File: config.mk
export PLATFORM = sky130hd
export DESIGN_NAME = pipeline_hazard_ctrl
export DESIGN_NICKNAME = d
export VERILOG_FILES = /design/src/rtl/riscv_pkg.sv /design/src/rtl/sat_counter.sv /design/src/rtl/pipeline_hazard_ctrl.sv
export SDC_FILE = /design/constraint.sdc
export NUM_CORES = 1
export LEC_CHECK = 0
export ABC_AREA = 1
export BUFFER_PORTS_ARGS = -buffer_cell sky130_fd_sc_hd__buf_2
export CORE_ASPECT_RATIO = 1.75
export CORE_MARGIN = 5
export CORE_UTILIZATION = 60
export CTS_CLUSTER_SIZE = 25
export DETAILED_ROUTE_END_ITERATION = 16
export MAX_ROUTING_LAYER = met4
export PLACE_DENSITY = 0.86
export SETUP_SLACK_MARGIN = 0.5
export SYNTH_ARGS = -nofsm -noshare
export SYNTH_HDL_FRONTEND = slang
export SYNTH_SLANG_ARGS = --single-unit
File: constraint.sdc
create_clock -name clk -period 2.76 [get_ports clk]
set_input_delay 0.414 -clock clk [delete_from_list [all_inputs] [get_ports clk]]
set_output_delay 0.414 -clock clk [all_outputs]
set_load 0.02 [all_outputs]
File: src/rtl/riscv_pkg.sv
// Shared encodings for the pipeline hazard controller.
// Contains the FSM states, the ranking of stall/flush causes, and the stage-control bundle.
package riscv_pkg;

    typedef enum logic [1:0] {
        ST_RUN        = 2'd0,
        ST_FREEZE     = 2'd1,
        ST_REDIR_PEND = 2'd2
    } hz_state_e;

    // Causes are listed from lowest to highest priority.
    // A higher-ranked cause overrides every cause below it in the same cycle.
    typedef enum logic [2:0] {
        CAUSE_NONE     = 3'd0,
        CAUSE_ICACHE   = 3'd1,
        CAUSE_HAZARD   = 3'd2,
        CAUSE_REDIRECT = 3'd3,
        CAUSE_FREEZE   = 3'd4
    } hz_cause_e;

    typedef struct packed {
        logic pc_hold;
        logic if_id_hold;
        logic if_id_flush;
        logic id_ex_hold;
        logic id_ex_bubble;
        logic ex_mem_hold;
        logic mem_wb_hold;
        logic pc_redir;
    } stage_ctrl_t;

    localparam stage_ctrl_t CTRL_IDLE = '0;

    localparam stage_ctrl_t CTRL_FREEZE = '{
        pc_hold: 1'b1, if_id_hold: 1'b1, if_id_flush: 1'b0, id_ex_hold: 1'b1,
        id_ex_bubble: 1'b0, ex_mem_hold: 1'b1, mem_wb_hold: 1'b1, pc_redir: 1'b0};

    // While a redirect waits out a cache stall, the PC mux keeps pointing at the target.
    localparam stage_ctrl_t CTRL_PEND = '{
        pc_hold: 1'b1, if_id_hold: 1'b1, if_id_flush: 1'b0, id_ex_hold: 1'b1,
        id_ex_bubble: 1'b0, ex_mem_hold: 1'b1, mem_wb_hold: 1'b1, pc_redir: 1'b1};

    localparam stage_ctrl_t CTRL_LOAD_USE = '{
        pc_hold: 1'b1, if_id_hold: 1'b1, if_id_flush: 1'b0, id_ex_hold: 1'b0,
        id_ex_bubble: 1'b1, ex_mem_hold: 1'b0, mem_wb_hold: 1'b0, pc_redir: 1'b0};

    localparam stage_ctrl_t CTRL_ICACHE = '{
        pc_hold: 1'b1, if_id_hold: 1'b0, if_id_flush: 1'b1, id_ex_hold: 1'b0,
        id_ex_bubble: 1'b0, ex_mem_hold: 1'b0, mem_wb_hold: 1'b0, pc_redir: 1'b0};

    function automatic stage_ctrl_t redirect_ctrl(input logic kill_id);
        stage_ctrl_t c;
        c              = CTRL_IDLE;
        c.pc_redir     = 1'b1;
        c.if_id_flush  = 1'b1;
        c.id_ex_bubble = kill_id;
        return c;
    endfunction

endpackage

File: src/rtl/sat_counter.sv
// Saturating up-counter with a synchronous clear.
// Used for the cycle, stall and flush performance counters.
module sat_counter #(
    parameter int CNT_W = 32
) (
    input  logic             clk,
    input  logic             rst,
    input  logic             clr,
    input  logic             inc,
    output logic [CNT_W-1:0] count
);

    always_ff @(posedge clk) begin
        if (rst || clr) begin
            count <= '0;
        end else if (inc && (count != '1)) begin
            count <= count + CNT_W'(1);
        end
    end

endmodule

File: src/rtl/pipeline_hazard_ctrl.sv
// Hazard and stall controller for a five-stage pipeline.
// Drives stage-register holds, flushes and bubbles, and maintains the performance counters.
module pipeline_hazard_ctrl
    import riscv_pkg::*;
#(
    parameter int REG_AW   = 5,
    parameter int CNT_W    = 32,
    parameter int BR_IN_ID = 1
) (
    input  logic              clk,
    input  logic              rst,
    input  logic              icache_stall,
    input  logic              dcache_stall,
    input  logic [REG_AW-1:0] id_rs1,
    input  logic [REG_AW-1:0] id_rs2,
    input  logic              id_use_rs1,
    input  logic              id_use_rs2,
    input  logic              id_is_branch,
    input  logic [REG_AW-1:0] ex_rd,
    input  logic              ex_regwr,
    input  logic              ex_memrd,
    input  logic [REG_AW-1:0] mem_rd,
    input  logic              mem_memrd,
    input  logic              redirect,
    input  logic              cnt_clr,
    output logic              pc_hold,
    output logic              if_id_hold,
    output logic              if_id_flush,
    output logic              id_ex_hold,
    output logic              id_ex_bubble,
    output logic              ex_mem_hold,
    output logic              mem_wb_hold,
    output logic              pc_redir,
    output logic [CNT_W-1:0]  cyc_cnt,
    output logic [CNT_W-1:0]  stall_cnt,
    output logic [CNT_W-1:0]  flush_cnt
);

    localparam logic BR_ID = (BR_IN_ID != 0);

    hz_state_e   state;
    hz_state_e   state_nxt;
    hz_cause_e   cause;
    stage_ctrl_t ctrl;
    logic        flush_inc;
    logic        ex_match;
    logic        mem_match;
    logic        load_use;
    logic        branch_dep;
    logic        data_hazard;
    logic        redirect_ok;

    // x0 is hard-wired to zero, so a destination of 0 never creates a dependency.
    assign ex_match  = (ex_rd != '0) &&
                       ((id_use_rs1 && (id_rs1 == ex_rd)) || (id_use_rs2 && (id_rs2 == ex_rd)));
    assign mem_match = (mem_rd != '0) &&
                       ((id_use_rs1 && (id_rs1 == mem_rd)) || (id_use_rs2 && (id_rs2 == mem_rd)));

    assign load_use    = ex_memrd && ex_match;
    assign branch_dep  = BR_ID && id_is_branch &&
                         ((ex_regwr && ex_match) || (mem_memrd && mem_match));
    assign data_hazard = load_use || branch_dep;

    // An ID-resolved branch with stale operands computed a bogus outcome; drop it.
    assign redirect_ok = redirect && !(BR_ID && data_hazard);

    always_comb begin
        cause = CAUSE_NONE;
        if (dcache_stall)      cause = CAUSE_FREEZE;
        else if (redirect_ok)  cause = CAUSE_REDIRECT;
        else if (data_hazard)  cause = CAUSE_HAZARD;
        else if (icache_stall) cause = CAUSE_ICACHE;
    end

    always_ff @(posedge clk) begin
        if (rst) state <= ST_RUN;
        else     state <= state_nxt;
    end

    always_comb begin
        ctrl      = CTRL_IDLE;
        state_nxt = state;
        flush_inc = 1'b0;
        if (rst) begin
            state_nxt = ST_RUN;
        end else if (state == ST_REDIR_PEND) begin
            if (icache_stall || dcache_stall) begin
                ctrl = CTRL_PEND;
            end else begin
                ctrl      = redirect_ctrl(!BR_ID);
                flush_inc = 1'b1;
                state_nxt = ST_RUN;
            end
        end else begin
            state_nxt = ST_RUN;
            case (cause)
                CAUSE_FREEZE: begin
                    if (redirect_ok) begin
                        ctrl      = CTRL_PEND;
                        state_nxt = ST_REDIR_PEND;
                    end else begin
                        ctrl      = CTRL_FREEZE;
                        state_nxt = ST_FREEZE;
                    end
                end
                CAUSE_REDIRECT: begin
                    if (icache_stall) begin
                        ctrl      = CTRL_PEND;
                        state_nxt = ST_REDIR_PEND;
                    end else begin
                        ctrl      = redirect_ctrl(!BR_ID);
                        flush_inc = 1'b1;
                    end
                end
                CAUSE_HAZARD: ctrl = CTRL_LOAD_USE;
                CAUSE_ICACHE: ctrl = CTRL_ICACHE;
                default:      ctrl = CTRL_IDLE;
            endcase
        end
    end

    assign pc_hold      = ctrl.pc_hold;
    assign if_id_hold   = ctrl.if_id_hold;
    assign if_id_flush  = ctrl.if_id_flush;
    assign id_ex_hold   = ctrl.id_ex_hold;
    assign id_ex_bubble = ctrl.id_ex_bubble;
    assign ex_mem_hold  = ctrl.ex_mem_hold;
    assign mem_wb_hold  = ctrl.mem_wb_hold;
    assign pc_redir     = ctrl.pc_redir;

    sat_counter #(.CNT_W(CNT_W)) u_cyc_cnt (
        .clk   (clk),
        .rst   (rst),
        .clr   (cnt_clr),
        .inc   (1'b1),
        .count (cyc_cnt)
    );

    sat_counter #(.CNT_W(CNT_W)) u_stall_cnt (
        .clk   (clk),
        .rst   (rst),
        .clr   (cnt_clr),
        .inc   (ctrl.pc_hold),
        .count (stall_cnt)
    );

    sat_counter #(.CNT_W(CNT_W)) u_flush_cnt (
        .clk   (clk),
        .rst   (rst),
        .clr   (cnt_clr),
        .inc   (flush_inc),
        .count (flush_cnt)
    );

endmodule
==> results by group, run 1 <==
Placement
  • # port buffers: 135
  • DPL Wire Length: 15180 um
  • Post-DP Area: 7238 um2
  • Gp weighted congestion: 1.014

Global routing
  • Vias in the first global route: 6965
  • First-pass GRT wire length: 32750 um
  • Global route overflow: 0
  • Initial antenna violation count: 0
  • GRT Overall Usage: 0.3207
  • Largest net degree at the start of global routing: 40

STA
  • Hold WS: 0.3697 ns
  • Max-slew headroom: 0.6001
  • Worst clock skew: 0.01480 ns
  • Fin crit share: 0.7955
  • Hold Vio Cnt, Final: 0
  • Setup TNS: 0 ns
  • RSZ-0062 raised after global routing: yes
  • Max Fclk: 455.5 MHz
  • Worst slew pin tran: 0.5944 ns
  • Max Slew Vio Count: 0
  • Setup violations, final: 0
  • Period minus WS final: 2.196 ns

Route
  • Vias per Instance: 5.646
  • Detailed Route WL: 20570 um
  • Met2 wire len: 11110 um
  • Post-route ant nets: 0
  • Top Metal Used: met4
  • Routed length on met1: 7154 um
  • Number of remaining DRC errors: 0
  • DRT iter0 DRCs: 391
  • DR WL met3: 1108 um
  • Avg WL per Cell: 15.91 um
  • TritonRoute pass-1 iters: 6
  • Vias: 7300

Yosys
  • Sequential-to-total area share from yosys stat: 0.3025
  • Largest area contributor in the netlist: dfxtp_1
  • Top cells by count, synth: nand2_1, inv_1, nor2_1
  • Synth top area cells: dfxtp_1, nand2_1, xor2_1
  • Synth Register Bits: 98
  • Post-Synthesis Cells: 1017
  • Post-synth EDFFs: 0
  • Synthesized cell area: 6485 um2
  • Synth top area share: 0.3025
  • Most common cell in the synthesized netlist: nand2_1
  • Post-synth top flop: dfxtp_1
  • Unique masters post-synth: 40
  • Fraction of registers with async set/reset: 0
  • Syn avg cell area: 6.377 um2
  • Yosys Warn Count: 0
  • Mapped Nets: 1052

Floorplanning
  • Initial Utilization: 0.6098
  • Die Y: 147.5 um
  • Io pins: 136
  • Core ar.: 10640 um2
  • DIE WIDTH: 88.59 um
  • Full die area: 13070 um2
  • Cell Rows: 50

Clocking
  • Reg clk slew, reported paths: 0.07 ns
  • Clock Latency Late Sink: 0.36 ns
  • Sink Count: 98
  • CTS Root Cell: clkbuf_16
  • Hold buffers post-CTS: 0
  • H-tree depth: 3
  • CTS max path bufs: 2
  • CTS tree: done
  • TritonCTS buffer count: 9

Setup path
  • WP data arrival: 2.41 ns
  • CP Class: flop to flop
  • Startpoint types: flop
  • WP data required: 2.97 ns
  • Crit end category: flop
  • Crit-path max FO: 6

Power and ir drop
  • Peak supply drop: 0.3664 mV
  • LEAKAGE: 0.003426 uW
  • PwrDens: 388.5 nW/um2

Min path
  • HP Class: primary input to flop

Finish
  • Final net count: 1193
  • Area grow syn2layout: 20.53%
  • Multi-input logic area: 3943 um2
  • Design Area, Final: 7816 um2
  • ANT cells: 0
  • Share of layout cells above drive strength 1: 0.1900
  • FILL cells: 968
  • Reg area: 1973 um2

Outcome
  • Outcome: complete, no violations

Job
  • MaxCap Viol Count: 0
-- path summary, 6_finish.rpt --
path | endpoint | slack, ns | depth (start not counted) | from
max | u_flush_cnt.count[11] | 0.56 | 13 | u_flush_cnt.count[0]
min | state[0] | 0.37 | 3 | dcache_stall
max reg2reg | u_flush_cnt.count[11] | 0.56 | 13 | u_flush_cnt.count[0]
min reg2reg | u_stall_cnt.count[31] | 0.48 | 2 | u_stall_cnt.count[31]
-- worst max-delay path, cell delays in order, from the launching register on --
cell,delay (ns)
dfxtp_4,0.39
ha_4,0.16
nand2_1,0.10
nor2_2,0.18
nand2_2,0.10
nor2_1,0.11
nand4_1,0.10
nor2_1,0.19
nand3_2,0.11
nand2_4,0.15
clkinvlp_4,0.12
buf_4,0.16
nand3_1,0.11
a21oi_1,0.09
-- layer usage --
layer / track usage / vias up
li1: - / 3571
met1: 0.3197 / 3331
met2: 0.5885 / 295
met3: 0.03514 / 103
met4: 0.1702 / 0
met5: - / -
-- flip-flops by register name, summed over array words and instances (netlist names) --
name	cells
u_cyc_cnt.count	32
state	2
u_stall_cnt.count	32
u_flush_cnt.count	32
-- report_power, final --
part	switching (uW)	internal, uW	leakage, uW
Combinational	191	94.0	0.00248
Clock	610	720	0.000153
Sequential	5.33	1420	0.000792
Total	807	2230	0.00343
-- layout by cell type, fill, tap and decap left out, types with 24 or more instances in the layout --
master    Yosys  final
nor3_1       39     37
nand2_1     243    240
a21oi_1      68     68
o21bai_1     31     31
o21ai_0      24     24
inv_1       122    119
nor2_1      117    115
xor2_1       58     58
dfxtp_1      98     95
nand3_1      92     91
buf_2         9    135
buf_4         5     26
-- logic make-up after synthesis --
group                    Yosys count  synth area share
AO/OA/AOI/OAI                    134            0.1194
XOR/XNOR                          74           0.09994
adder cells (fa/ha/maj)            3          0.005789
buffers and inverters            161            0.1013
flip-flops                        98            0.3025
AND/OR/NAND/NOR                  547            0.3710
-- what timing repair did --
action	CTS	global route
buffers inserted	6	11
cloned	1	1
resized for setup	10	20
setup endpoints to repair	33	89
pin swaps	0	4
-- area by class of cell --
class | instances | area share
clock inverter | 7 | 0.01040
multi-input combinational | 758 | 0.5044
timing repair inverter | 1 | 0.0009605
tap | 130 | 0.02081
inverter | 125 | 0.06099
timing repair buffer | 165 | 0.1212
clock buffer | 9 | 0.02881
sequential | 98 | 0.2524
-- through the flow --
| stage | instances | total power (uW) | setup WS [ns] | utilization |
|---|---|---|---|---|
| 2_1_floorplan | 1017 | 1622 | 0.6306 | - |
| 3_3_place_gp | 1258 | 1704 | 0.4331 | 0.6806 |
| 3_5_place_dp | 1258 | 1707 | 0.2637 | 0.6806 |
| 4_1_cts | 1281 | 3024 | 0.5010 | 0.7172 |
| 5_1_grt | 1293 | 3137 | 0.4231 | 0.7349 |
| 6_report | 1293 | 3037 | 0.5644 | 0.7349 |
Power figures use the tool's default switching activity.
==> run 2, diff against run 1 <==
- CORE_UTILIZATION: 60 -> 56
- PLACE_DENSITY: 0.86 -> 0.81
- clock period: 2.76 -> 2.05 ns (I/O delays scaled with it)
==> results by group, run 2 (synthesis results as in run 1) <==
Outcome
  • Outcome: complete, no violations (unchanged)

Setup path
  • Crit-path max FO: 6 (unchanged)
  • Crit end category: flop (unchanged)
  • CP Class: flop to flop (unchanged)
  • WP data required: 2.29 ns (was 2.97 ns)
  • WP data arrival: 2.26 ns (was 2.41 ns)
  • Startpoint types: flop (unchanged)

Placement
  • Gp weighted congestion: 0.9871 (was 1.014)
  • Pre-CTS WS: 0.1146 ns (was 0.2637 ns)
  • DPL Wire Length: 15880 um (was 15180 um)
  • # port buffers: 135 (unchanged)

STA
  • Worst Setup Slack, final: 0.03600 ns (was 0.5644 ns)
  • Hold WS: 0.3361 ns (was 0.3697 ns)
  • Worst slew pin tran: 0.5315 ns (was 0.5944 ns)
  • Hold Vio Cnt, Final: 0 (unchanged)
  • Setup TNS: 0 ns (unchanged)
  • Period minus WS final: 2.014 ns (was 2.196 ns)
  • Fin crit share: 0.9824 (was 0.7955)
  • Max Fclk: 496.5 MHz (was 455.5 MHz)
  • RSZ-0062 raised after global routing: yes (unchanged)
  • Max Slew Vio Count: 0 (unchanged)
  • Max-slew headroom: 0.6456 (was 0.6001)
  • Worst clock skew: 0.007878 ns (was 0.01480 ns)
  • Setup violations, final: 0 (unchanged)

Finish
  • FILL cells: 524 (was 968)
  • Reg area: 2077 um2 (was 1973 um2)
  • Largest regs: u_cyc_cnt.count: 32 flops, u_flush_cnt.count: 32 flops, u_stall_cnt.count: 32 flops (unchanged)
  • Multi-input logic area: 5035 um2 (was 3943 um2)
  • Final net count: 1277 (was 1193)
  • Most common cell after layout, fill and taps aside: nand2_1 (unchanged)
  • Share of layout cells above drive strength 1: 0.4683 (was 0.1900)
  • Area grow syn2layout: 58.02% (was 20.53%)
  • ANT cells: 0 (unchanged)
  • Most frequent cells in the layout: nand2_1, buf_2, inv_1 (unchanged)

Route
  • Detailed Route WL: 29880 um (was 20570 um)
  • TritonRoute pass-1 iters: 5 (was 6)
  • Avg WL per Cell: 21.62 um (was 15.91 um)
  • Vias: 8840 (was 7300)
  • Post-route ant nets: 0 (unchanged)
  • Number of remaining DRC errors: 0 (unchanged)
  • DRT iter0 DRCs: 900 (was 391)
  • Vias per Instance: 6.397 (was 5.646)

Min path
  • HP Class: primary input to flop (unchanged)

Clocking
  • CTS Root Cell: clkbuf_16 (unchanged)
  • Sink Count: 98 (unchanged)
  • TritonCTS buffer count: 9 (unchanged)
  • CTS tree: done (unchanged)
  • Clock Latency Late Sink: 0.36 ns (about the same)
  • H-tree depth: 3 (unchanged)
  • CTS max path bufs: 2 (unchanged)
  • Reg clk slew, reported paths: 0.07 ns (about the same)

Floorplanning
  • Core ar.: 11450 um2 (was 10640 um2)
  • Full die area: 13920 um2 (was 13070 um2)
  • Io pins: 136 (unchanged)
  • DIE WIDTH: 91.35 um (was 88.59 um)
  • Initial Utilization: 0.5663 (was 0.6098)
  • Die Y: 152.4 um (was 147.5 um)
  • Cell Rows: 52 (was 50)

Global routing
  • Global route overflow: 0 (unchanged)
  • GRT Overall Usage: 0.3426 (was 0.3207)
  • First-pass GRT wire length: 38360 um (was 32750 um)
  • Initial antenna violation count: 0 (unchanged)
  • Largest net degree at the start of global routing: 45 (was 40)
  • Vias in the first global route: 7974 (was 6965)

Job
  • MaxCap Viol Count: 0 (unchanged)

Power and ir drop
  • LEAKAGE: 0.004448 uW (was 0.003426 uW)
  • Peak supply drop: 0.5388 mV (was 0.3664 mV)
  • Total chip power: 4288 uW (was 3037 uW)
  • PwrDens: 418.5 nW/um2 (was 388.5 nW/um2)
-- run 2: path summary, 6_finish.rpt --
kind                                             from                    end  slack, ns  cells past startpoint
worst max-delay path             u_flush_cnt.count[9]  u_flush_cnt.count[24]       0.04                     10
worst min-delay path                     dcache_stall               state[0]       0.34                      3
worst max register to register   u_flush_cnt.count[9]  u_flush_cnt.count[24]       0.04                     10
worst min register to register  u_stall_cnt.count[31]  u_stall_cnt.count[31]       0.48                      2
-- run 2: power breakdown --
part,internal [uW],switching (uW)
clock network,871,826
registers,1890,6.41
logic,286,411
total,3040,1240
-- run 2: stage by stage --
stage               instance area [um2]  cells    util
floorplan                          6927   1017       -
global placement                   7903   1294  0.6901
detailed placement                 7903   1294  0.6901
CTS                                9304   1357  0.8125
global route                      10250   1382  0.8949
finish                            10250   1382  0.8949
-- run 2: cell type report --
cell class / count / area share
repair inverters: 1 / 0.0007326
repair buffers: 249 / 0.2084
well taps: 135 / 0.01648
multi-input cells: 758 / 0.4913
flip-flops and latches: 98 / 0.2027
clock inverters: 6 / 0.004640
clock buffers: 10 / 0.02332
inverters: 125 / 0.05238
-- run 2: worst max-delay path: stages, from the launching register on --
cell	delay [ns]
dfxtp_1	0.47
nand2_1	0.15
nor2_2	0.20
nand4_1	0.15
nor2_2	0.12
nand3_2	0.19
nand2_8	0.22
inv_8	0.07
clkbuf_16	0.17
nand3_2	0.07
a21oi_1	0.07
-- run 2: routing by layer --
metal  global-route usage  share of wire
met2               0.6101           0.50
met3              0.05385          0.088
met4               0.2294           0.11
met5                    -              0
met1               0.3329           0.30
-- run 2: what timing repair did --
item                                    in CTS  in global routing
gates cloned                                 8                  5
buffers inserted                            39                 20
endpoints found under the setup margin     104                104
hold buffers                                 0                  0
resized for setup                          179                196
pin swaps                                   52                 80
==> run 3, diff against run 2 <==
- clock period: 2.05 -> 2.07 ns (I/O delays scaled with it)
==> results by group, run 3 (synthesis results as in run 1) <==
Outcome
  • Outcome: complete, no violations (unchanged)

STA
  • Max Fclk: 504.5 MHz (was 496.5 MHz)
  • Worst slew pin tran: 0.8015 ns (was 0.5315 ns)
  • Max-slew headroom: 0.4657 (was 0.6456)
  • Worst clock skew: 0.006481 ns (was 0.007878 ns)
  • Fin crit share: 0.9577 (was 0.9824)
  • Setup TNS: 0 ns (unchanged)
  • Period minus WS final: 1.982 ns (was 2.014 ns)
  • Max Slew Vio Count: 0 (unchanged)
  • Setup violations, final: 0 (unchanged)
  • Hold Vio Cnt, Final: 0 (unchanged)
  • Worst Setup Slack, final: 0.08766 ns (was 0.03600 ns)
  • RSZ-0062 raised after global routing: yes (unchanged)

Power and ir drop
  • Net Sw Power: 1188 uW (was 1244 uW)
  • LEAKAGE: 0.004370 uW (was 0.004448 uW)
  • Clock share of power: 0.400 (was 0.396)
  • Gate power share: 0.158 (was 0.163)
  • Total chip power: 4223 uW (was 4288 uW)
  • PwrDens: 424.4 nW/um2 (was 418.5 nW/um2)
  • Peak supply drop: 0.4921 mV (was 0.5388 mV)
  • Reg power frac: 0.443 (was 0.442)
  • Internal: 3035 uW (was 3044 uW)
  • Sw Share: 0.2814 (was 0.2901)

Finish
  • Share of layout cells above drive strength 1: 0.4416 (was 0.4683)
  • Design Area, Final: 9951 um2 (was 10250 um2)
  • FILL cells: 599 (was 524)
  • Reg area: 2083 um2 (was 2077 um2)
  • ANT cells: 0 (unchanged)
  • Most common cell after layout, fill and taps aside: nand2_1 (unchanged)
  • Most frequent cells in the layout: nand2_1, buf_2, inv_1 (unchanged)
  • Finished Core Util: 0.8690 (was 0.8949)
  • Area grow syn2layout: 53.44% (was 58.02%)
  • Largest regs: u_cyc_cnt.count: 32 flops, u_flush_cnt.count: 32 flops, u_stall_cnt.count: 32 flops (unchanged)
  • Multi-input logic area: 5015 um2 (was 5035 um2)
  • Final net count: 1262 (was 1277)

Floorplanning
  • Core ar.: 11450 um2 (unchanged)
  • Die Y: 152.4 um (unchanged)
  • Initial Utilization: 0.5663 (unchanged)
  • Full die area: 13920 um2 (unchanged)
  • Cell Rows: 52 (unchanged)
  • DIE WIDTH: 91.35 um (unchanged)
  • Io pins: 136 (unchanged)

Clocking
  • CTS max path bufs: 2 (unchanged)
  • CTS tree: done (unchanged)
  • Sink Count: 98 (unchanged)
  • TritonCTS buffer count: 9 (unchanged)
  • H-tree depth: 3 (unchanged)
  • Reg clk slew, reported paths: 0.07 ns (about the same)
  • Clock Latency Late Sink: 0.35 ns (was 0.36 ns)
  • CTS Root Cell: clkbuf_16 (unchanged)

Placement
  • DPL Wire Length: 15980 um (was 15880 um)
  • # port buffers: 135 (unchanged)
  • Gp weighted congestion: 1.068 (was 0.9871)
  • Pre-CTS WS: 0.07240 ns (was 0.1146 ns)
  • Post-DP Area: 7834 um2 (was 7903 um2)

Setup path
  • WP data required: 2.35 ns (was 2.29 ns)
  • Startpoint types: flop (unchanged)
  • WP data arrival: 2.26 ns (about the same)
  • Crit-path max FO: 5 (was 6)
  • Worst-path cell chain: nand2_1, nor2_1, nand2_1, nor4_1, nand2_1, xor2_1, nand3_2, a21oi_1 (was nand2_1, nor2_2, nand4_1, nor2_2, nand3_2, nand2_8, inv_8, clkbuf_16, nand3_2, a21oi_1)
  • Critical path's largest stage delay: 0.44 ns (was 0.47 ns)
  • CP Class: flop to flop (unchanged)
  • Crit end category: flop (unchanged)
  • Slowest-stage cell, CP: nor4_1 (was dfxtp_1)
  • Most frequent CP cell: nand2_1

Global routing
  • First-pass GRT wire length: 36600 um (was 38360 um)
  • Initial antenna violation count: 0 (unchanged)
  • GRT Overall Usage: 0.3250 (was 0.3426)
  • Vias in the first global route: 7863 (was 7974)
  • Largest net degree at the start of global routing: 31 (was 45)
  • Global route overflow: 0 (unchanged)

Route
  • Detailed Route WL: 27380 um (was 29880 um)
  • Number of remaining DRC errors: 0 (unchanged)
  • Post-route ant nets: 0 (unchanged)
  • Vias per Instance: 6.144 (was 6.397)
  • DRT iter0 DRCs: 774 (was 900)
  • Avg WL per Cell: 20.03 um (was 21.62 um)
  • TritonRoute pass-1 iters: 6 (was 5)
  • Vias: 8399 (was 8840)

Job
  • MaxCap Viol Count: 0 (unchanged)

Min path
  • HP Class: primary input to flop (unchanged)
run 3: cell count changes in the layout (fill, tap and decap cells not counted), moves of 20 or more:
cell     previous run  this run
nand3_2            59        28
nand3_1            29        54
nand2_4            11        34
a21oi_1            49        29
a21oi_2            19        39
run 3: power by group through the flow:
stage | Sequential [uW] | Combinational (uW) | Clock [uW]
after global routing | 1870 | 693 | 1780
after CTS | 1880 | 525 | 1690
after global placement | 1930 | 386 | 0
after detailed placement | 1930 | 391 | 0
after floorplan | 1940 | 254 | 0
final | 1870 | 667 | 1690
run 3: path summary, 6_finish.rpt:
check                                           start               endpoint  slack, ns  depth (start not counted)
worst max register to register  u_flush_cnt.count[10]  u_flush_cnt.count[26]       0.09                          8
worst max-delay path            u_flush_cnt.count[10]  u_flush_cnt.count[26]       0.09                          8
worst min register to register  u_stall_cnt.count[11]  u_stall_cnt.count[11]       0.51                          2
worst min-delay path                     dcache_stall               state[0]       0.28                          3
run 3: per-layer routing:
layer	vias up	GRT usage	wire, um
met3	197	0.03953	1820
li1	3718	-	-
met1	3934	0.3043	9021
met5	-	-	0
met4	0	0.2280	2169
met2	550	0.5946	14370
run 3: timing repair:
item | 4_1_cts | 5_1_grt
hold endpoints to repair | 0 | 0
pin swaps | 39 | 76
cloned | 3 | 4
hold buffers | 0 | 0
buffers inserted | 43 | 14
resized for setup | 144 | 199
endpoints found under the setup margin | 104 | 104
run 3: area by class of cell:
class | instances | share of cell area
Clock buffer | 11 | 0.02553
Clock inverter | 5 | 0.003646
Inverter | 125 | 0.05193
Multi-Input combinational cell | 758 | 0.5040
Sequential cell | 98 | 0.2094
Tap cell | 135 | 0.01697
Timing Repair Buffer | 234 | 0.1879
Timing Repair inverter | 1 | 0.0007544
run 3: worst max-delay path: cells and delay by family, from the launching register on:
kind / cells / cell delay (ns)
AND/OR/NAND/NOR: 6 / 1.19
flip-flops: 1 / 0.42
XOR/XNOR: 1 / 0.21
AO/OA/AOI/OAI: 1 / 0.11
run 3: through the flow:
step           cells  hold WS, ns
6_report        1367       0.2838
5_1_grt         1367       0.3125
4_1_cts         1349       0.2653
3_5_place_dp    1287       0.4728
3_3_place_gp    1287       0.4624
2_1_floorplan   1017       0.4363
